`config.mk`:
```
export PLATFORM = sky130hd
export DESIGN_NAME = esc_deserializer_flat
export DESIGN_NICKNAME = d
export VERILOG_FILES = /design/src/rtl/esc_deserializer_if.sv /design/src/rtl/esc_deserializer.sv /design/src/flat_wrapper.sv
export SDC_FILE = /design/constraint.sdc
export NUM_CORES = 1
export LEC_CHECK = 0
export CAP_MARGIN = 20
export CORE_ASPECT_RATIO = 0.7
export CORE_MARGIN = 2
export CORE_UTILIZATION = 52
export DETAILED_ROUTE_END_ITERATION = 7
export MAX_ROUTING_LAYER = met4
export PLACE_DENSITY = 0.8
export SLEW_MARGIN = 25
export SYNTH_ARGS = -nofsm -noshare
export SYNTH_HDL_FRONTEND = slang
export SYNTH_SLANG_ARGS = --single-unit
```
`constraint.sdc`:
```
create_clock -name RxClkEsc -period 1.8 [get_ports RxClkEsc]
set_input_delay 0.36 -clock RxClkEsc [delete_from_list [all_inputs] [get_ports RxClkEsc]]
set_output_delay 0.36 -clock RxClkEsc [all_outputs]
set_load 0.03 [all_outputs]
```
`src/rtl/esc_deserializer_if.sv`:
```
// rtl/esc_deserializer_if.sv - LPDT bit stream in / assembled byte out bundle for esc_deserializer
// Optional RxByteCntEsc present when ESC_DESER_BYTECNT_EN is defined.
interface esc_deserializer_if #(
    parameter int BYTE_W = 8
);
    logic              EscDeserEn;
    logic              EscBit;
    logic              RxLpdtEsc;
    logic              LpFsmStop;
    logic [BYTE_W-1:0] RxDataEsc;
    logic              RxValidEsc;
    logic              RxPartialEsc;
    logic              RxActiveEsc;
`ifdef ESC_DESER_BYTECNT_EN
    logic [15:0]       RxByteCntEsc;

    modport master (
        output EscDeserEn, EscBit, RxLpdtEsc, LpFsmStop,
        input  RxDataEsc, RxValidEsc, RxPartialEsc, RxActiveEsc, RxByteCntEsc
    );
    modport slave (
        input  EscDeserEn, EscBit, RxLpdtEsc, LpFsmStop,
        output RxDataEsc, RxValidEsc, RxPartialEsc, RxActiveEsc, RxByteCntEsc
    );
`else
    modport master (
        output EscDeserEn, EscBit, RxLpdtEsc, LpFsmStop,
        input  RxDataEsc, RxValidEsc, RxPartialEsc, RxActiveEsc
    );
    modport slave (
        input  EscDeserEn, EscBit, RxLpdtEsc, LpFsmStop,
        output RxDataEsc, RxValidEsc, RxPartialEsc, RxActiveEsc
    );
`endif
endinterface

```
`src/rtl/esc_deserializer.sv`:
```
// rtl/esc_deserializer.sv - escape-mode LPDT byte assembler with partial-burst flag
// Define ESC_DESER_BYTECNT_EN to add the saturating per-burst byte counter RxByteCntEsc.
module esc_deserializer #(
    parameter int BYTE_W    = 8,
    parameter bit LSB_FIRST = 1'b1
) (
    input  logic RxClkEsc,
    input  logic RST,
    esc_deserializer_if.slave escIf
);
    localparam int             CNT_W    = $clog2(BYTE_W);
    localparam logic [CNT_W-1:0] LAST_CNT = CNT_W'(BYTE_W - 1);

    typedef enum logic [1:0] {IDLE, SHIFT, FLUSH} state_t;

    state_t            state;
    logic [CNT_W-1:0]  bitCnt;
    logic [BYTE_W-1:0] shiftReg;

    logic              accept;
    logic              byteDone;
    logic [BYTE_W-1:0] shiftNext;
    logic [CNT_W-1:0]  cntNext;
    logic [CNT_W-1:0]  postCnt;

    assign accept = escIf.EscDeserEn & escIf.RxLpdtEsc;

    // Shift register only holds the byte in progress; IDLE keeps it zero so the
    // first capture uses the same shift path.
    always_comb begin
        shiftNext = shiftReg;
        if (LSB_FIRST)
            shiftNext = {escIf.EscBit, shiftReg[BYTE_W-1:1]};
        else
            shiftNext = {shiftReg[BYTE_W-2:0], escIf.EscBit};
        byteDone = accept && (bitCnt == LAST_CNT);
        cntNext  = byteDone ? '0 : bitCnt + CNT_W'(1);
        postCnt  = accept ? cntNext : bitCnt;
    end

    always_ff @(posedge RxClkEsc or posedge RST) begin
        if (RST) begin
            state                <= IDLE;
            bitCnt               <= '0;
            shiftReg             <= '0;
            escIf.RxDataEsc      <= '0;
            escIf.RxValidEsc     <= 1'b0;
            escIf.RxPartialEsc   <= 1'b0;
            escIf.RxActiveEsc    <= 1'b0;
`ifdef ESC_DESER_BYTECNT_EN
            escIf.RxByteCntEsc   <= '0;
`endif
        end else begin
            escIf.RxValidEsc   <= 1'b0;
            escIf.RxPartialEsc <= 1'b0;
            case (state)
                IDLE: begin
                    if (accept) begin
                        shiftReg          <= shiftNext;
                        bitCnt            <= CNT_W'(1);
                        state             <= SHIFT;
                        escIf.RxActiveEsc <= 1'b1;
`ifdef ESC_DESER_BYTECNT_EN
                        escIf.RxByteCntEsc <= '0;
`endif
                    end
                end
                SHIFT: begin
                    if (accept) begin
                        shiftReg <= shiftNext;
                        bitCnt   <= cntNext;
                        if (byteDone) begin
                            escIf.RxDataEsc  <= shiftNext;
                            escIf.RxValidEsc <= 1'b1;
`ifdef ESC_DESER_BYTECNT_EN
                            if (escIf.RxByteCntEsc != 16'hFFFF)
                                escIf.RxByteCntEsc <= escIf.RxByteCntEsc + 16'd1;
`endif
                        end
                    end
                    // A bit arriving with stop is taken first; the partial flag sees the post-accept count.
                    if (!accept || escIf.LpFsmStop) begin
                        state              <= FLUSH;
                        escIf.RxActiveEsc  <= 1'b0;
                        escIf.RxPartialEsc <= (postCnt != '0);
                    end
                end
                FLUSH: begin
                    bitCnt   <= '0;
                    shiftReg <= '0;
                    state    <= IDLE;
                end
                default: state <= IDLE;
            endcase
        end
    end
endmodule

```
`src/flat_wrapper.sv`:
```
// flat-port wrapper written by rule: the top's interface ports become plain ports
module esc_deserializer_flat 
#(
    parameter int BYTE_W    = 8,
    parameter bit LSB_FIRST = 1'b1
)
  (RxClkEsc, RST, escIf_EscDeserEn, escIf_EscBit, escIf_RxLpdtEsc, escIf_LpFsmStop, escIf_RxDataEsc, escIf_RxValidEsc, escIf_RxPartialEsc, escIf_RxActiveEsc);
  esc_deserializer_if #(.BYTE_W(BYTE_W)) escIf_i ();
  input  logic RxClkEsc;
  input  logic RST;
  input wire logic [$bits(escIf_i.EscDeserEn)-1:0] escIf_EscDeserEn;
  input wire logic [$bits(escIf_i.EscBit)-1:0] escIf_EscBit;
  input wire logic [$bits(escIf_i.RxLpdtEsc)-1:0] escIf_RxLpdtEsc;
  input wire logic [$bits(escIf_i.LpFsmStop)-1:0] escIf_LpFsmStop;
  output wire logic [$bits(escIf_i.RxDataEsc)-1:0] escIf_RxDataEsc;
  output wire logic [$bits(escIf_i.RxValidEsc)-1:0] escIf_RxValidEsc;
  output wire logic [$bits(escIf_i.RxPartialEsc)-1:0] escIf_RxPartialEsc;
  output wire logic [$bits(escIf_i.RxActiveEsc)-1:0] escIf_RxActiveEsc;
  assign escIf_i.EscDeserEn = escIf_EscDeserEn;
  assign escIf_i.EscBit = escIf_EscBit;
  assign escIf_i.RxLpdtEsc = escIf_RxLpdtEsc;
  assign escIf_i.LpFsmStop = escIf_LpFsmStop;
  assign escIf_RxDataEsc = escIf_i.RxDataEsc;
  assign escIf_RxValidEsc = escIf_i.RxValidEsc;
  assign escIf_RxPartialEsc = escIf_i.RxPartialEsc;
  assign escIf_RxActiveEsc = escIf_i.RxActiveEsc;
  esc_deserializer #(.BYTE_W(BYTE_W), .LSB_FIRST(LSB_FIRST)) u_core (.RxClkEsc(RxClkEsc), .RST(RST), .escIf(escIf_i));
endmodule
```
==> impl_results.md, run 1 <==
- Distinct cell type count after synthesis: 27
- Most area-consuming cells after synthesis: dfrtp_1, mux2_2, ha_1
- Largest net degree at the start of global routing: 24
- Buffers & Inverters on Critical Path: 0
- Post-layout min period: about 1.7 ns
- Syn Inst Count: between 80 and 90
- Worst-Skew Late Latency: around 0.31 ns
- Comb power frac: 0.454
- Startpoint of the most critical setup path: u_core.bitCnt[0]$_DFFE_PP0P_
- Number of inserted diodes: 0
- Ordered cell list for the critical path: ha_1, ha_1, or3b_2, o211ai_1, a21oi_1
- Number of detailed-route iterations in the first pass: 4
- Maximum capacitance violations: 0
- Part of the Yosys area used for sequential elements: 0.503
- Final HPWL DP: 1.52 mm
- Unrepaired setup endpoints after global routing: no
- Final Hold Viols: 0
- Sw Share: 0.357
- Post-DP Area: between 1000 and 1500 um2
- Share of cells above drive strength 1: 0.274
- Leakage power: around 0.7 nW
- Post-route setup TNS: 0 ns
- Switch Pwr: about 0.00064 W
- Clock Pin Slew Worst Setup and Hold Paths: approximately 0.13 ns
- Deepest clock path buffer count: 2
- Die outline area: around 2600 um2
- # nets final: about 130
- Number of flops mapped to enable cells by yosys: 0
- Rel. slew slack: 0.747
- Overall Global Routing Usage: 0.191
- Number of fill cells: approximately 170
- Least-Margin Pin Slew: 0.379 ns
- WL per Instance: 13.9 um
- Power density relative to cell area: 1270 nW/um2
- Clock tree sinks: 23
- Initial standard-cell utilization of the core: 0.540
- Slowest stage delay, CP: 0.47 ns
- Worst Setup Start Kind: flip-flop
- Number of antenna violations at the first check in global routing: 0
- CP most frequent cell: ha_1
- Kind of cell with the highest combined delay on the critical path: adder cells
- Tightest Hold Check Type: primary input to async pin
- Post-Synthesis Mean Instance Area: 12.9 um2
- Part of the total power dissipated in sequential elements: 0.412
- Fraction of post-synthesis cell area in the top cell type by area: 0.503
- Synthesis warning total: 0
- CP required: ~2 ns
- Arrival time at the worst endpoint: between 1.5 and 2 ns
- Aggregate routed wire length: roughly 2.0 mm
- Post-CTS Resized: 0
- Area of the placeable core: approximately 2100 um2
- CP Max Fanout: 6
- Max VDD drop: between 0.6 and 0.7 mV
- Ys async rst share: 1.00
- Design Area, Final: around 1400 um2
- Final number of setup-violating endpoints: 0
- GPL Wtd Cong: approximately 0.81
- Max Slew Vio Count: 0
- Syn Nets: 102
- Die height: between 40 and 50 um
- Via count: between 700 and 800
- Hold bufs inserted after CTS: 0
- CTS tree: built
- GRT Residual Overflow: 0
- Die width: about 60 um
- Summed instance area of the synthesized netlist: 1140 um2
- Port buffer count: 16
- Category of the most critical setup path: flip-flop to flip-flop
- Number of violations reported at the end of detailed-routing iteration 0: 19
- Max Fclk: about 600 MHz
- Synthesis-to-finish area growth: 22.6%
- CP endpoint kind: flip-flop
- Number of primary I/O pins: 17
- Worst Skew: between 0.009 and 0.01 ns
- Number of buffers created by CTS: 3
- Worst R2R Start: u_core.bitCnt[0]$_DFFE_PP0P_
- Maximum level of the CTS H-tree: 1
- Final routed DRC violation total: 0
- Tcrit/Tclk final: 0.954
- Num rows: 14
- Minimum setup slack among reg-to-reg paths: 0.08 ns
- Root buffer selected by CTS: clkbuf_4
- Post-CTS repair timing setup buffer count: 0
- Wire length of the first global-routing pass: 3.53 mm
- Cell Int Power: 0.00115 W
- Number of global-route vias before repair: 789
- Run status: completed
- Synth Flop Type: dfrtp_1
- Via density per instance: between 5 and 6
- CP max stage cell: dfrtp_2
- Part of the total power dissipated in the clock network: 0.134
- Cell accounting for the most synthesized area: dfrtp_1
- Antenna Violating Nets Remaining: 0
- Synthesis-stage register bit count: 23
==> Yosys cell counts (2+ instances only) <==
| cell type | number |
|---|---|
| mux2i_1 | 2 |
| mux2_2 | 16 |
| dfrtp_1 | 23 |
| nor2b_1 | 7 |
| nand2_1 | 2 |
| ha_1 | 7 |
| o211ai_1 | 2 |
| o21ai_0 | 2 |
| a21oi_1 | 3 |
| nor3_1 | 2 |
| inv_1 | 7 |
==> kinds of logic after synthesis <==
logic type,after synthesis,synth area share
fa+ha+maj,7,0.0765
mux,19,0.195
simple gates,17,0.0995
buf+inv,9,0.0372
compound gates,14,0.0896
flops,23,0.503
==> worst min-delay path: stages <==
cell	delay [ns]
clkdlybuf4s50_1	0.39
inv_1	0.05
buf_4	0.28
==> placed cells by master, fill, tap and decap left out <==
cell type	count
nor3_1	2
a32o_1	1
and3b_1	1
a22o_1	1
or4_1	1
mux2i_4	1
o22a_2	1
dfrtp_1	22
dlymetal6s2s_1	1
o211ai_1	2
inv_1	7
ha_1	7
clkdlybuf4s50_1	15
o21bai_1	1
clkbuf_1	1
a22o_2	1
dfrtp_2	1
or3b_2	1
buf_4	6
nand2_1	2
and2_1	1
o21ai_0	2
nand3_4	1
nor2b_1	7
mux2i_1	2
nor2_1	1
o41ai_1	1
a21oi_1	3
clkbuf_4	3
a21boi_1	1
mux2_2	16
==> worst paths after layout <==
check                                                   endpoint  cells after the start
setup / recovery             u_core.escIf.RxPartialEsc$_DFF_PP0_                      5
hold / removal                    u_core.shiftReg[6]$_DFFE_PP0P_                      3
setup reg to reg             u_core.escIf.RxPartialEsc$_DFF_PP0_                      5
hold reg to reg            u_core.escIf.RxDataEsc[3]$_DFFE_PP0P_                      1
max in group asynchronous           u_core.bitCnt[0]$_DFFE_PP0P_                      3
min in group RxClkEsc      u_core.escIf.RxDataEsc[3]$_DFFE_PP0P_                      1
==> state kept, by name (all words and copies together) (netlist names) <==
register	flops
u_core.escIf.RxDataEsc	8
u_core.escIf.RxPartialEsc	1
u_core.bitCnt	3
u_core.escIf.RxActiveEsc	1
u_core.state	2
u_core.escIf.RxValidEsc	1
u_core.shiftReg	7
==> through the flow <==
stage	total power, W	instances	hold slack, ns	utilization	setup slack [ns]
after floorplan	0.00134	89	0.362	-	0.185
after global placement	0.00151	141	0.489	0.648	0.0631
after detailed placement	0.00156	141	0.496	0.648	-0.0163
after CTS	0.00180	145	0.372	0.661	0.0391
after global routing	0.00191	145	0.398	0.662	0.0135
final	0.00179	145	0.362	0.662	0.0834
==> final cells by class <==
cell class,instances,area [um2],area share
clock buffer,4,26.3,0.0187
inverter,7,26.3,0.0187
tap,32,40.0,0.0285
multi-input combinational,57,527,0.375
sequential,23,577,0.411
timing repair buffer,22,208,0.148
==> power groups by stage <==
stage	registers (W)	clock network (W)	logic, W
floorplan	0.000773	0	0.000566
global placement	0.000741	0	0.000773
detailed placement	0.000750	0	0.000811
CTS	0.000739	0.000250	0.000816
global route	0.000761	0.000262	0.000889
finish	0.000737	0.000240	0.000812
==> per-layer routing <==
| metal | track usage | vias up | routed length (um) | share of wire |
|---|---|---|---|---|
| li1 | - | 365 | - | - |
| met1 | 0.240 | 356 | 965 | 0.48 |
| met2 | 0.291 | 18 | 948 | 0.47 |
| met3 | 0.0640 | 4 | 75 | 0.037 |
| met4 | 0.0622 | 0 | 29 | 0.014 |
| met5 | - | - | 0 | 0 |
No activity file was read; power rests on OpenSTA's default activity.
==> inputs of run 2 (changes only) <==
- RECOVER_POWER: not set -> 50
==> impl_results.md, run 2 (synthesized netlist as in run 1, its figures left out) <==
- Area of the placeable core: roughly 2100 um2
- CP max stage cell: dfrtp_2
- Rel. slew slack: 0.622
- Num rows: 14
- Most common library cell in the layout ignoring fill and taps: dfrtp_1
- Final number of setup-violating endpoints: 0
- Least-Margin Pin Slew: 0.568 ns
- Die outline area: 2600 um2
- Wire length of the first global-routing pass: approximately 3.5 mm
- CP Max Fanout: 6
- Comb power frac: 0.442
- CP endpoint kind: flip-flop
- Overall Global Routing Usage: 0.191
- Area taken by multi-input logic gates: around 520 um2
- Post-DP Area: 1370 um2
- Post-layout min period: around 1.7 ns
- Initial standard-cell utilization of the core: 0.540
- GPL Wtd Cong: around 0.81
- Antenna Violating Nets Remaining: 0
- Switch Pwr: between 0.0006 and 0.0007 W
- Cell Int Power: ~0.0011 W
- Number of antenna violations at the first check in global routing: 0
- Design Area, Final: around 1400 um2
- Final routed DRC violation total: 0
- Tcrit/Tclk final: 0.953
- CTS tree: built
- Worst-case setup margin in the final layout: about 0.085 ns
- Worst slack at placement: -0.0163 ns
- # nets final: roughly 130
- Max Fclk: ~580 MHz
- Maximum capacitance violations: 0
- Via density per instance: about 5.2
- Post-route setup TNS: 0 ns
- Minimum setup slack among reg-to-reg paths: about 0.085 ns
- Category of the most critical setup path: flip-flop to flip-flop
- Routing usage on met2: 0.291
- Number of inserted diodes: 0
- Slowest stage delay, CP: around 0.47 ns
- Final HPWL DP: roughly 1.5 mm
- Via count: between 700 and 800
- Ordered cell list for the critical path: ha_1, ha_1, or3b_2, o211ai_1, a21oi_1
- Met3 Use GR: 0.0640
- Synthesis-to-finish area growth: 20.5%
- Arrival time at the worst endpoint: 1.92 ns
- Die width: approximately 60 um
- Largest registers: u_core.escIf.RxDataEsc x8, u_core.shiftReg x7, u_core.bitCnt x3
- Die height: between 40 and 50 um
- Port buffer count: 16
- Number of violations reported at the end of detailed-routing iteration 0: 15
- Post-CTS repair timing setup buffer count: 0
- Worst Setup Start Kind: flip-flop
- CP required: ~2 ns
- Number of buffers created by CTS: 3
- Share of cells above drive strength 1: 0.265
- Max Slew Vio Count: 0
- Final Hold Viols: 0
- Run status: completed
- Worst Skew: roughly 0.008 ns
- Number of detailed-route iterations in the first pass: 4
- Worst hold margin: 0.519 ns
- Register bank with the most flops: u_core.escIf.RxDataEsc
- Leakage power: 0.664 nW
- Root buffer selected by CTS: clkbuf_4
- WL per Instance: between 10 and 15 um
- Part of the total power dissipated in the clock network: 0.136
- Maximum level of the CTS H-tree: 1
- Largest net degree at the start of global routing: 24
- CP most frequent cell: ha_1
- Commonest cells after routing, fill and taps aside: dfrtp_1, mux2_2, clkdlybuf4s50_1
- Global-route track usage on met1: 0.240
- Clock Pin Slew Worst Setup and Hold Paths: between 0.1 and 0.15 ns
- Power density relative to cell area: between 1000 and 1500 nW/um2
- Sw Share: 0.362
- Flip-flop count of the largest register after layout: 8
- Clock tree sinks: 23
- Unrepaired setup endpoints after global routing: no
- Overall power after layout: between 0.0015 and 0.002 W
- Busiest grt layer: met2
- Worst-Skew Late Latency: roughly 0.31 ns
- Aggregate routed wire length: 2.03 mm
- Number of global-route vias before repair: 789
- GRT Residual Overflow: 0
- Combined flip-flop and latch cell area: about 580 um2
- Tightest Hold Check Type: flip-flop to flip-flop
- Deepest clock path buffer count: 2
- Number of primary I/O pins: 17
- Number of fill cells: 170
- Part of the total power dissipated in sequential elements: 0.422
- Max VDD drop: around 0.63 mV
-- run 2: cell types whose count changed in the layout (fill, tap and decap cells not counted) --
cell / previous run / this run
buf_4: 6 / 4
clkbuf_1: 1 / 3
clkbuf_2: 0 / 1
clkdlybuf4s50_1: 15 / 14
dlygate4sd3_1: 0 / 1
dlymetal6s2s_1: 1 / 0
mux2i_2: 0 / 1
mux2i_4: 1 / 0
-- run 2: cell type report --
type                            count  share of cell area
Clock buffer                        4              0.0190
Inverter                            7              0.0190
Multi-Input combinational cell     57               0.375
Sequential cell                    23               0.418
Tap cell                           32              0.0290
Timing Repair Buffer               22               0.140
-- run 2: what timing repair did --
| item | in CTS | in global routing |
|---|---|---|
| hold endpoints to repair | 0 | 0 |
| hold buffers | 0 | 0 |
| resized for setup | 0 | 3 |
| setup endpoints to repair | 0 | 5 |
-- run 2: per-stage QoR --
step | utilization | cells
2_1_floorplan | - | 89
3_3_place_gp | 0.648 | 141
3_5_place_dp | 0.648 | 141
4_1_cts | 0.661 | 145
5_1_grt | 0.651 | 145
6_report | 0.651 | 145
-- run 2: power by group through the flow --
stage                     clock network (W)  registers (W)  logic [W]
after global placement                    0       0.000741   0.000773
after detailed placement                  0       0.000750   0.000811
after CTS                          0.000250       0.000739   0.000816
after global routing               0.000262       0.000762   0.000851
final                              0.000239       0.000738   0.000774
after floorplan                           0       0.000773   0.000566
-- run 2: path summary, 6_finish.rpt --
kind	end	cells after the start	startpoint
worst min register to register	u_core.escIf.RxDataEsc[3]$_DFFE_PP0P_	1	u_core.escIf.RxDataEsc[3]$_DFFE_PP0P_
worst min-delay path	u_core.escIf.RxDataEsc[3]$_DFFE_PP0P_	1	u_core.escIf.RxDataEsc[3]$_DFFE_PP0P_
worst max-delay path	u_core.escIf.RxPartialEsc$_DFF_PP0_	5	u_core.bitCnt[0]$_DFFE_PP0P_
worst max register to register	u_core.escIf.RxPartialEsc$_DFF_PP0_	5	u_core.bitCnt[0]$_DFFE_PP0P_
max in group asynchronous	u_core.bitCnt[0]$_DFFE_PP0P_	3	RST
min in group asynchronous	u_core.shiftReg[6]$_DFFE_PP0P_	3	RST
-- run 2: routing by layer --
| metal | vias up | wire, um |
|---|---|---|
| met5 | - | 0 |
| met4 | 0 | 29 |
| met3 | 4 | 85 |
| met2 | 20 | 953 |
| met1 | 363 | 957 |
| li1 | 364 | - |
-- run 2: worst max-delay path, delay by kind of cell, from the launching register on --
kind            cells  cell delay [ns]
fa+ha+maj           2             0.49
simple gates        1             0.46
flops               1             0.47
compound gates      2             0.19
==> inputs of run 3 (changes only) <==
- CORE_MARGIN: 2 -> not set
- clock period: 1.8 -> 1.9 ns (I/O delays scaled with it)
==> impl_results.md, run 3 (synthesized netlist as in run 1, its figures left out) <==
- Least-Margin Pin Slew: 1.20 ns
- Final number of setup-violating endpoints: 0
- Synthesis-to-finish area growth: 19.7%
- Maximum capacitance violations: 0
- Number of buffers created by CTS: 3
- Wire length of the first global-routing pass: roughly 3.3 mm
- CP Max Fanout: 3
- Cell Int Power: between 0.001 and 0.0015 W
- Overall Global Routing Usage: 0.210
- Final Hold Viols: 0
- Ordered cell list for the critical path: clkdlybuf4s50_1
- Via density per instance: a little over 5
- Port buffer count: 16
- Unrepaired setup endpoints after global routing: no
- Worst Setup Start Kind: flip-flop
- Number of detailed-route iterations in the first pass: 4
- Area of the placeable core: about 2000 um2
- Run status: completed
- CP endpoint kind: primary output
- Comb power frac: 0.443
- Max Fclk: between 500 and 600 MHz
- Tightest Hold Check Type: flip-flop to flip-flop
- Clock tree sinks: 23
- Sw Share: 0.359
- Die width: about 58 um
- Overall power after layout: 0.00166 W
- Flip-flop count of the largest register after layout: 8
- Number of fill cells: between 100 and 150
- Part of the total power dissipated in the clock network: 0.135
- Arrival time at the worst endpoint: between 1 and 1.5 ns
- Post-layout min period: about 1.8 ns
- Combined flip-flop and latch cell area: 576 um2
- CP max stage cell: clkdlybuf4s50_1
- Area taken by multi-input logic gates: 518 um2
- Max Slew Vio Count: 0
- # nets final: around 130
- Share of cells above drive strength 1: 0.243
- Deepest clock path buffer count: 2
- Num rows: 13
- Core Util, Final: 0.696
- Aggregate routed wire length: between 2 and 2.5 mm
- Antenna Violating Nets Remaining: 0
- Via count: between 700 and 800
- Number of antenna violations at the first check in global routing: 0
- WL per Instance: around 15 um
- Maximum level of the CTS H-tree: 1
- CP required: between 1.5 and 2 ns
- Post-route setup TNS: 0 ns
- Largest registers: u_core.escIf.RxDataEsc x8, u_core.shiftReg x7, u_core.bitCnt x3
- Part of the total power dissipated in sequential elements: 0.422
- Category of the most critical setup path: flip-flop to primary output
- Number of violations reported at the end of detailed-routing iteration 0: 24
- Tcrit/Tclk final: 0.923
- Die height: 41.3 um
- Initial standard-cell utilization of the core: 0.582
- Buffers & Inverters on Critical Path: 1
- GPL Wtd Cong: between 0.8 and 0.9
- Rel. slew slack: 0.198
- Number of inserted diodes: 0
- Die outline area: 2400 um2
- GRT Residual Overflow: 0
- Root buffer selected by CTS: clkbuf_4
- Largest net degree at the start of global routing: 24
- Final routed DRC violation total: 0
- Slowest stage delay, CP: around 0.67 ns
- Register bank with the most flops: u_core.escIf.RxDataEsc
- Worst Skew: about 0.0024 ns
- Power density relative to cell area: about 1200 nW/um2
- Kind of cell with the highest combined delay on the critical path: buffers and inverters
- Max VDD drop: 0.773 mV
- Most common library cell in the layout ignoring fill and taps: dfrtp_1
- Number of primary I/O pins: 17
- Worst-Skew Late Latency: between 0.3 and 0.4 ns
- Number of global-route vias before repair: slightly above 700
- Worst hold margin: between 0.5 and 0.6 ns
- CTS tree: built
- Final HPWL DP: about 1.6 mm
- Switch Pwr: 0.000595 W
- Commonest cells after routing, fill and taps aside: dfrtp_1, mux2_2, clkdlybuf4s50_1
- Clock Pin Slew Worst Setup and Hold Paths: roughly 0.12 ns
- Leakage power: about 0.66 nW
[run 3: changes by cell type in the layout (fill, tap and decap cells not counted)]
cell           before  now
clkbuf_1            3    2
buf_4               4    3
clkbuf_2            1    0
dlygate4sd3_1       1    2
dfrtp_1            22   23
dfrtp_2             1    0
[run 3: power groups by stage]
stage | logic [W] | clock network (W) | registers [W]
2_1_floorplan | 0.000536 | 0 | 0.000733
3_3_place_gp | 0.000728 | 0 | 0.000699
3_5_place_dp | 0.000746 | 0 | 0.000709
4_1_cts | 0.000751 | 0.000230 | 0.000698
5_1_grt | 0.000808 | 0.000245 | 0.000715
6_report | 0.000735 | 0.000224 | 0.000700
[run 3: path summary, 6_finish.rpt]
| check | startpoint | endpoint | slack (ns) | cells past startpoint |
|---|---|---|---|---|
| max in group asynchronous | RST | u_core.state[0]$_DFFE_PP0P_ | 0.31 | 3 |
| min | u_core.escIf.RxDataEsc[2]$_DFFE_PP0P_ | u_core.escIf.RxDataEsc[2]$_DFFE_PP0P_ | 0.53 | 1 |
| min in group asynchronous | RST | u_core.escIf.RxValidEsc$_DFF_PP0_ | 0.88 | 3 |
| min reg2reg | u_core.escIf.RxDataEsc[2]$_DFFE_PP0P_ | u_core.escIf.RxDataEsc[2]$_DFFE_PP0P_ | 0.53 | 1 |
| max reg2reg | u_core.bitCnt[0]$_DFFE_PP0P_ | u_core.escIf.RxPartialEsc$_DFF_PP0_ | 0.17 | 5 |
| max | u_core.escIf.RxActiveEsc$_DFFE_PP0P_ | escIf_RxActiveEsc | 0.15 | 1 |
[run 3: metrics by stage]
| stage | cell area [um2] | instances | setup slack (ns) |
|---|---|---|---|
| after floorplan | 1140 | 89 | 0.285 |
| after detailed placement | 1360 | 137 | 0.0737 |
| after global routing | 1370 | 141 | 0.0542 |
| after global placement | 1360 | 137 | 0.0991 |
| final | 1370 | 141 | 0.146 |
| after CTS | 1380 | 141 | 0.107 |
[run 3: layout make-up]
type | instances | area share
Sequential cell | 23 | 0.420
Inverter | 7 | 0.0192
Tap cell | 30 | 0.0274
Timing Repair Buffer | 20 | 0.136
Clock buffer | 4 | 0.0192
Multi-Input combinational cell | 57 | 0.378
[run 3: repair_timing]
action,CTS,global route
hold buffers,0,0
gates resized for setup,0,1
buffers inserted,0,0
setup endpoints to repair,0,1
[run 3: per-layer routing]
metal,wire (um),track usage,share of wire
met5,0,-,0
met4,34,0.0893,0.017
met3,91,0.0662,0.044
met2,927,0.348,0.45
met1,999,0.245,0.49
